File: src/rtl/vga_tile_timing.sv
`default_nettype none
// ============================================================================
//  Module      : vga_tile_timing
//  Description : Free-running 640x480@60 VGA timing generator for a 25 MHz
//                pixel clock. Produces registered sync pulses, the active-video
//                flag, tile column/row and in-tile pixel offsets, a frame
//                strobe and an optional game-speed tick.
//                Optional feature macro: VGA_MOVE_TICK_EN (enables the frame
//                counter and o_move_tick; when undefined o_move_tick is 0).
//  Revision    : 1.0 - initial release
// ============================================================================
module vga_tile_timing #(
    parameter int H_SYNC          = 92,
    parameter int H_BACK          = 50,
    parameter int H_DISPLAY       = 640,
    parameter int H_FRONT         = 18,
    parameter int V_SYNC          = 2,
    parameter int V_BACK          = 33,
    parameter int V_DISPLAY       = 480,
    parameter int V_FRONT         = 10,
    parameter int TILE_SIZE       = 32,
    parameter int FRAMES_PER_TICK = 15
) (
    input  logic       i_Clk,
    input  logic       i_Reset_n,
    output logic       o_VGA_HSync,
    output logic       o_VGA_VSync,
    output logic [9:0] o_h_count,
    output logic [9:0] o_v_count,
    output logic       o_active,
    output logic [4:0] o_cell_x,
    output logic [3:0] o_cell_y,
    output logic [4:0] o_tile_px,
    output logic [4:0] o_tile_py,
    output logic       o_frame_start,
    output logic       o_move_tick
);

    localparam int H_TOTAL = H_SYNC + H_BACK + H_DISPLAY + H_FRONT;
    localparam int V_TOTAL = V_SYNC + V_BACK + V_DISPLAY + V_FRONT;

    // Counter boundaries; active windows are [start, end).
    localparam logic [9:0] c_h_last   = 10'(H_TOTAL - 1);
    localparam logic [9:0] c_v_last   = 10'(V_TOTAL - 1);
    localparam logic [9:0] c_h_sync   = 10'(H_SYNC);
    localparam logic [9:0] c_v_sync   = 10'(V_SYNC);
    localparam logic [9:0] c_h_start  = 10'(H_SYNC + H_BACK);
    localparam logic [9:0] c_h_end    = 10'(H_SYNC + H_BACK + H_DISPLAY);
    localparam logic [9:0] c_v_start  = 10'(V_SYNC + V_BACK);
    localparam logic [9:0] c_v_end    = 10'(V_SYNC + V_BACK + V_DISPLAY);
    localparam logic [4:0] c_tile_last = 5'(TILE_SIZE - 1);

    // Registered state; every output is a direct register copy.
    logic [9:0] r_h_count;
    logic [9:0] r_v_count;
    logic       r_hsync;
    logic       r_vsync;
    logic       r_active;
    logic [4:0] r_cell_x;
    logic [3:0] r_cell_y;
    logic [4:0] r_tile_px;
    logic [4:0] r_tile_py;
    logic       r_frame_start;

    // Next-position decode. All outputs are computed from the position the
    // counters are about to take, so they line up with o_h_count/o_v_count.
    logic [9:0] w_h_next;
    logic [9:0] w_v_next;
    logic       w_h_last;
    logic       w_v_last;
    logic       w_frame_wrap;
    logic       w_h_act_next;
    logic       w_v_act_next;

    // Compute the next counter values and their decoded window flags.
    always_comb begin
        w_h_last     = (r_h_count == c_h_last);
        w_v_last     = (r_v_count == c_v_last);
        w_h_next     = w_h_last ? 10'd0 : (r_h_count + 10'd1);
        w_v_next     = r_v_count;
        if (w_h_last) begin
            w_v_next = w_v_last ? 10'd0 : (r_v_count + 10'd1);
        end
        w_frame_wrap = w_h_last & w_v_last;
        w_h_act_next = (w_h_next >= c_h_start) && (w_h_next < c_h_end);
        w_v_act_next = (w_v_next >= c_v_start) && (w_v_next < c_v_end);
    end

    // Position counters, syncs, active flag and frame strobe.
    always_ff @(posedge i_Clk) begin
        if (!i_Reset_n) begin
            r_h_count     <= 10'd0;
            r_v_count     <= 10'd0;
            r_hsync       <= 1'b0;
            r_vsync       <= 1'b0;
            r_active      <= 1'b0;
            r_frame_start <= 1'b0;
        end else begin
            r_h_count     <= w_h_next;
            r_v_count     <= w_v_next;
            r_hsync       <= (w_h_next >= c_h_sync);
            r_vsync       <= (w_v_next >= c_v_sync);
            r_active      <= w_h_act_next & w_v_act_next;
            r_frame_start <= w_frame_wrap;
        end
    end

    // Horizontal tile sub-counters: offset rolls over into the column count,
    // both held at zero outside the horizontal active window.
    always_ff @(posedge i_Clk) begin
        if (!i_Reset_n) begin
            r_tile_px <= 5'd0;
            r_cell_x  <= 5'd0;
        end else if (!w_h_act_next || (w_h_next == c_h_start)) begin
            r_tile_px <= 5'd0;
            r_cell_x  <= 5'd0;
        end else if (r_tile_px == c_tile_last) begin
            r_tile_px <= 5'd0;
            r_cell_x  <= r_cell_x + 5'd1;
        end else begin
            r_tile_px <= r_tile_px + 5'd1;
        end
    end

    // Vertical tile sub-counters: advance only on line wrap so the row is
    // held through horizontal blanking.
    always_ff @(posedge i_Clk) begin
        if (!i_Reset_n) begin
            r_tile_py <= 5'd0;
            r_cell_y  <= 4'd0;
        end else if (w_h_last) begin
            if (!w_v_act_next || (w_v_next == c_v_start)) begin
                r_tile_py <= 5'd0;
                r_cell_y  <= 4'd0;
            end else if (r_tile_py == c_tile_last) begin
                r_tile_py <= 5'd0;
                r_cell_y  <= r_cell_y + 4'd1;
            end else begin
                r_tile_py <= r_tile_py + 5'd1;
            end
        end
    end

`ifdef VGA_MOVE_TICK_EN
    localparam logic [5:0] c_fpt_last = 6'(FRAMES_PER_TICK - 1);

    logic [5:0] r_frame_cnt;
    logic       r_move_tick;

    // Frame divider: the tick fires alongside the frame strobe that finds
    // the counter at its last value.
    always_ff @(posedge i_Clk) begin
        if (!i_Reset_n) begin
            r_frame_cnt <= 6'd0;
            r_move_tick <= 1'b0;
        end else begin
            r_move_tick <= 1'b0;
            if (w_frame_wrap) begin
                if (r_frame_cnt == c_fpt_last) begin
                    r_frame_cnt <= 6'd0;
                    r_move_tick <= 1'b1;
                end else begin
                    r_frame_cnt <= r_frame_cnt + 6'd1;
                end
            end
        end
    end

    assign o_move_tick = r_move_tick;
`else
    assign o_move_tick = 1'b0;
`endif

    assign o_VGA_HSync   = r_hsync;
    assign o_VGA_VSync   = r_vsync;
    assign o_h_count     = r_h_count;
    assign o_v_count     = r_v_count;
    assign o_active      = r_active;
    assign o_cell_x      = r_cell_x;
    assign o_cell_y      = r_cell_y;
    assign o_tile_px     = r_tile_px;
    assign o_tile_py     = r_tile_py;
    assign o_frame_start = r_frame_start;

endmodule
`default_nettype wire

File: config.mk
export PLATFORM = sky130hd
export DESIGN_NAME = vga_tile_timing
export DESIGN_NICKNAME = d
export VERILOG_FILES = /design/src/rtl/vga_tile_timing.sv
export SDC_FILE = /design/constraint.sdc
export NUM_CORES = 1
export LEC_CHECK = 0
export ABC_CLOCK_PERIOD_IN_PS = 4100
export BUFFER_PORTS_ARGS = -buffer_cell sky130_fd_sc_hd__buf_2
export CAP_MARGIN = 15
export CORE_ASPECT_RATIO = 0.7
export CORE_MARGIN = 2
export CORE_UTILIZATION = 59
export DETAILED_ROUTE_END_ITERATION = 6
export GPL_ROUTABILITY_DRIVEN = 0
export GPL_TIMING_DRIVEN = 0
export PLACE_DENSITY = 0.83
export SKIP_LAST_GASP = 1
export SYNTH_ARGS = -nofsm -noshare
export SYNTH_HDL_FRONTEND = slang
export SYNTH_SLANG_ARGS = --single-unit
File: constraint.sdc
create_clock -name i_Clk -period 4.1 [get_ports i_Clk]
set_clock_uncertainty 0.1 [all_clocks]
set_input_delay 0.205 -clock i_Clk [delete_from_list [all_inputs] [get_ports i_Clk]]
set_output_delay 0.205 -clock i_Clk [all_outputs]
set_load 0.05 [all_outputs]
### Yosys cells after proc, flatten, opt, wreduce, memory -nomap -nowiden

Cells that the tools add are included.

* bits in registers: 43
* input bits: 2
* output and inout bits: 44
* word-level logic and storage cells: 48

* add/subtract/negate cells: 6
* $lt $le $gt $ge: 6
* equal/unequal tests: 6
* multiplexer cells: 7
* bitwise gates (word level): 3
* reductions and logical operators: 10

Operators by type and width (number)
* $mux 10: 3
* $add 10x1->10 const B: 2
* $eq 10x10->1 const B: 2
* $lt 10x10->1 const B: 2
* $add 5x1->5 const B: 3
* $eq 10x6->1 const B: 1
* $eq 10x8->1 const B: 1
* $eq 5x5->1 const B: 2
* $ge 10x2->1 const B: 1
* $ge 10x6->1 const B: 1
* $ge 10x7->1 const B: 1
* $ge 10x8->1 const B: 1
* $mux 5: 2
* $mux 4: 2
* $add 4x1->4 const B: 1
* $reduce_or 3->1: 1
* $and 1x1->1: 2
* $logic_and 1x1->1: 2
* $logic_not 1->1: 2
* $logic_or 1x1->1: 2
* $reduce_and 2->1: 1
* $reduce_bool 2->1: 1
* $reduce_or 2->1: 1
* $not 1->1: 1

### Logic depth before layout (Yosys ltp)

* depth after elaboration: 9
* depth in mapped cells: 10
* depth with buffers taken out: 9

### Worst setup path after synthesis

Ideal clock, no wire load.

* path type: register to register
* start: reg r_h_count[0], in the netlist o_h_count[0]
* end: reg r_tile_py[0], in the netlist o_tile_py[0]
* data arrival time: 2914 ps
* data required time: 3921 ps
* path slack: 1006 ps
* stages on the path, launching flop included: 10
* path buffers: 1
* cells stage by stage: dfxtp_1 -> ha_1 -> nand4_1 -> or3_4 -> o31a_1 -> a211oi_2 -> and4_1 -> buf_6 -> o21bai_4 -> a211oi_2

* cells in the longest elaborated chain, start to end: 7

RTL lines
* from (decl): RTL line 54 `logic [9:0] r_h_count;`
* from (signal assigned): RTL line 99 `r_h_count <= w_h_next;`
* $eq 10x10->1 (*): RTL line 77 `w_h_last = (r_h_count == c_h_last);`
* $mux 10: RTL line 81 `if (w_h_last) begin`
* $ge 10x6->1 or $lt 10x10->1 (tied branches): RTL line 86 `w_v_act_next = (w_v_next >= c_v_start) && (w_v_next < c_v_end);`
* $logic_and 1x1->1: RTL line 86
* $logic_not 1->1: RTL line 132 `if (!w_v_act_next || (w_v_next == c_v_start)) begin`
* $logic_or 1x1->1: RTL line 132
* $mux 5: RTL line 132
* to (signal assigned): RTL line 139 `r_tile_py <= r_tile_py + 5'd1;`
* to (decl): RTL line 62 `logic [4:0] r_tile_py;`

Every way passes the cells marked *; elsewhere a longest branch is shown, timed or not.
A chain may end at the register's enable or synchronous reset.

### Worst setup path after layout

* start: reg r_h_count[0], in the netlist o_h_count[0]
* end: reg r_cell_x[4], in the netlist o_cell_x[4]

* cells in the longest elaborated chain, start to end: 7

RTL lines
* $add 10x1->10 or $eq 10x10->1 (tied branches): RTL line 79, 77
* $mux 10 (*): RTL line 79 `w_h_next = w_h_last ? 10'd0 : (r_h_count + 10'd1);`
* $ge 10x8->1 or $lt 10x10->1 (tied branches): RTL line 85 `w_h_act_next = (w_h_next >= c_h_start) && (w_h_next < c_h_end);`
* $logic_and 1x1->1: RTL line 85
* $logic_not 1->1: RTL line 114 `end else if (!w_h_act_next || (w_h_next == c_h_start)) begin`
* $logic_or 1x1->1 (*): RTL line 114
* $reduce_or 2->1 (no source line) (*)
* to (signal assigned): RTL line 119 `r_cell_x <= r_cell_x + 5'd1;`
* to (decl): RTL line 59 `logic [4:0] r_cell_x;`

Marked as above.

==> results.cfg <==
[sta]
fin_crit_sh = 0.7751
min_period_ns = 3.178
setup_viol = 0
drv_slew = 0
hold_viol = 0
fin_tns_setup_ns = 0
worst-slew-pin-transition_ns = 0.9065
fmax_ghz = 0.3147
relSlewSlack = 0.3906
rsz0062_at_grt = false

[drt]
drt-vias-per-instance = 5.710
firstDrtPassIters = 5
drt_iter0_markers = 111
wirelength_um = 5012
wl_per_cell_um = 13.96
vias = 2050
ant_nets = 0
drc = 0

[layout]
fill_cells = 288
area_growth_syn_to_layout_pct = 17.50
nets = 320
post-route-util = 0.7415
drive_gt1_frac = 0.2395
diodes = 0

[logic_synthesis]
synth_top_area_share = 0.3762
netlist_instances = 257
synth_warnings = 0
ys_seq_area_frac = 0.3762
synth_area_leader_cell = dfxtp_1
synth.net_count = 269
async_flop_share = 0
syn_area_um2 = 2288
synth-seq-cells = 43
syn_area_per_cell_um2 = 8.904
synthFlopType = dfxtp_1
synth_area_leaders = dfxtp_1, ha_1, xnor2_1
synth-edff-count = 0
ys_types = 54

[clock_network]
post_cts_resized = 0
ctsHoldBuffers = 0
cts_made_buffers = 5
cts.sinks = 43
cts_tree = built
clk_latency_ns = 0.28
cts.reportedPaths.clkPinSlew_ns = 0.08
cts_root_buf = clkbuf_8
post_cts_buffers = 0
htreeDepth = 2
cts_buffer_depth = 2

[grt]
track_usage = 0.2316
use_met1 = 0.3431
busiest_layer = met1
overflow = 0
met2_usage = 0.3411
grt_max_degree = 14
grt_pass1_wl_um = 8197
met3_usage = 0.05519
antenna_found_initial = 0
grt_pass1_vias = 1751

[worst_setup_path]
crit_path_end_kind = flip-flop
cp_max_fo = 10
cp.required_ns = 4.13
start_kind = flip-flop
crit_arrival_ns = 3.21
crit_type = reg2reg

[power]
power_density_nw_per_um2 = 300.7
p_leak_nw = 1.090
peakVddDrop_mv = 0.2456

[place]
port_buffers = 44
dpl.hpwl_um = 3724

[die]
die-area_um2 = 4401
core_um2 = 3626
fp.dieW_um = 78.44
chipHeight_um = 56.11
ioPinCount = 46
start_util = 0.6311
std_cell_rows = 18

[job]
maxCapViolations = 0

[worst_hold_path]
min_path_type = in2reg

[run_status]
status = completed
==> power by group <==
group          total, mW  internal [mW]  switching, mW  leakage [nW]
clock network      0.335          0.197          0.138        0.0612
registers          0.428          0.421        0.00639         0.347
logic             0.0452         0.0120         0.0332         0.681
total              0.808          0.631          0.178          1.09
==> placed cells by master, fill, tap and decap left out, types with 3 or more instances in the layout <==
master / count
a211oi_1: 3
nor2_1: 22
nand4_1: 8
xnor2_1: 12
and3_1: 3
o22ai_1: 4
nor3_1: 8
ha_1: 10
o211ai_1: 3
clkbuf_8: 6
nand2_1: 26
dfxtp_1: 43
and2_1: 3
nand3_1: 7
clkbuf_1: 6
buf_2: 45
o21ai_0: 5
nor4b_1: 5
a21oi_1: 14
xor2_1: 10
a211oi_2: 4
nor4_1: 7
inv_1: 8
==> cell type report <==
type | count | area, µm² | area share
timing repair buffer | 44 | 220.2 | 0.08190
inverter | 8 | 30.03 | 0.01117
buffer | 10 | 57.56 | 0.02141
clock buffer | 6 | 82.58 | 0.03071
clock inverter | 2 | 35.03 | 0.01303
tap | 50 | 62.56 | 0.02327
multi-input combinational | 196 | 1340 | 0.4984
sequential | 43 | 860.8 | 0.3201
==> worst paths after layout <==
| check | start | end | slack (ns) | cells past startpoint |
|---|---|---|---|---|
| worst max register to register | o_h_count[0]$_SDFF_PN0_ | o_cell_x[4]$_SDFFE_PP0P_ | 0.92 | 8 |
| worst min-delay path | i_Reset_n | o_h_count[7]$_SDFF_PN0_ | 0.16 | 2 |
| worst max-delay path | o_h_count[0]$_SDFF_PN0_ | o_cell_x[4]$_SDFFE_PP0P_ | 0.92 | 8 |
| worst min register to register | o_tile_py[4]$_SDFFE_PN0N_ | o_tile_py[4]$_SDFFE_PN0N_ | 0.38 | 2 |
==> cells by family (layout without fill, tap and decap cells) <==
logic type / count (synthesis) / in the layout / synth area share
other: 1 / 1 / 0.001639
XOR/XNOR: 22 / 22 / 0.08420
flip-flops: 43 / 43 / 0.3762
adder cells (fa/ha/maj): 10 / 10 / 0.05467
buffers and inverters: 18 / 70 / 0.03827
AO/OA/AOI/OAI: 51 / 51 / 0.1689
multiplexers: 1 / 1 / 0.004374
AND/OR/NAND/NOR: 111 / 111 / 0.2717
==> critical path, stage by stage (launching register included) <==
cell and delay [ns]:
dfxtp_1 0.45, ha_1 0.26, nand4_1 0.25, or3_4 0.49, buf_6 0.16, a211oi_1 0.21
o21ai_1 0.16, nor4_2 0.81, nor3_1 0.13
==> cell usage after synthesis, types with 2 or more instances <==
| cell type | count |
|---|---|
| inv_1 | 8 |
| buf_6 | 2 |
| clkbuf_1 | 6 |
| or3_1 | 2 |
| o211ai_1 | 3 |
| nand2b_1 | 2 |
| or4_1 | 2 |
| nand3_1 | 7 |
| and3_1 | 3 |
| nor3b_1 | 2 |
| a211oi_1 | 3 |
| nor4_2 | 2 |
| nand4_1 | 8 |
| and4_1 | 2 |
| nand2_1 | 26 |
| o21a_1 | 2 |
| o22ai_1 | 4 |
| nor4b_1 | 5 |
| or3_4 | 2 |
| dfxtp_1 | 43 |
| and3_2 | 2 |
| xnor2_1 | 12 |
| a211oi_2 | 4 |
| and2_1 | 3 |
| ha_1 | 10 |
| xor2_1 | 10 |
| o21ai_0 | 5 |
| a21o_1 | 2 |
| a21oi_1 | 14 |
| nor2b_1 | 2 |
| or2_2 | 2 |
| nor4_1 | 7 |
| nor3_1 | 8 |
| nor2_1 | 22 |
==> through the flow <==
stage                     power (mW)  instance area, µm²  instances  hold WS [ns]  worst slack (ns)
after floorplan               0.4719                2288        257        0.2503             1.006
after global placement        0.4818                2571        351        0.3574             1.074
after detailed placement      0.4826                2571        351        0.3718            0.9714
after CTS                     0.8156                2689        359        0.1511            0.9352
after global routing          0.8372                2689        359        0.1618            0.7296
final                         0.8085                2689        359        0.1634            0.9222
==> sequential cells by signal, summed over array words and instances, names as in the netlist <==
name and flops:
o_cell_x 5, o_tile_py 5, o_h_count 10, o_active 1, o_VGA_VSync 1, o_cell_y 4, o_v_count 10, o_frame_start 1
o_tile_px 5, o_VGA_HSync 1
==> layer usage <==
layer  share of wire  up-vias
met4          0.0040        0
li1                -     1029
met5               0        -
met2            0.43       77
met1            0.49      942
met3           0.071        2
Power figures use the tool's default switching activity.
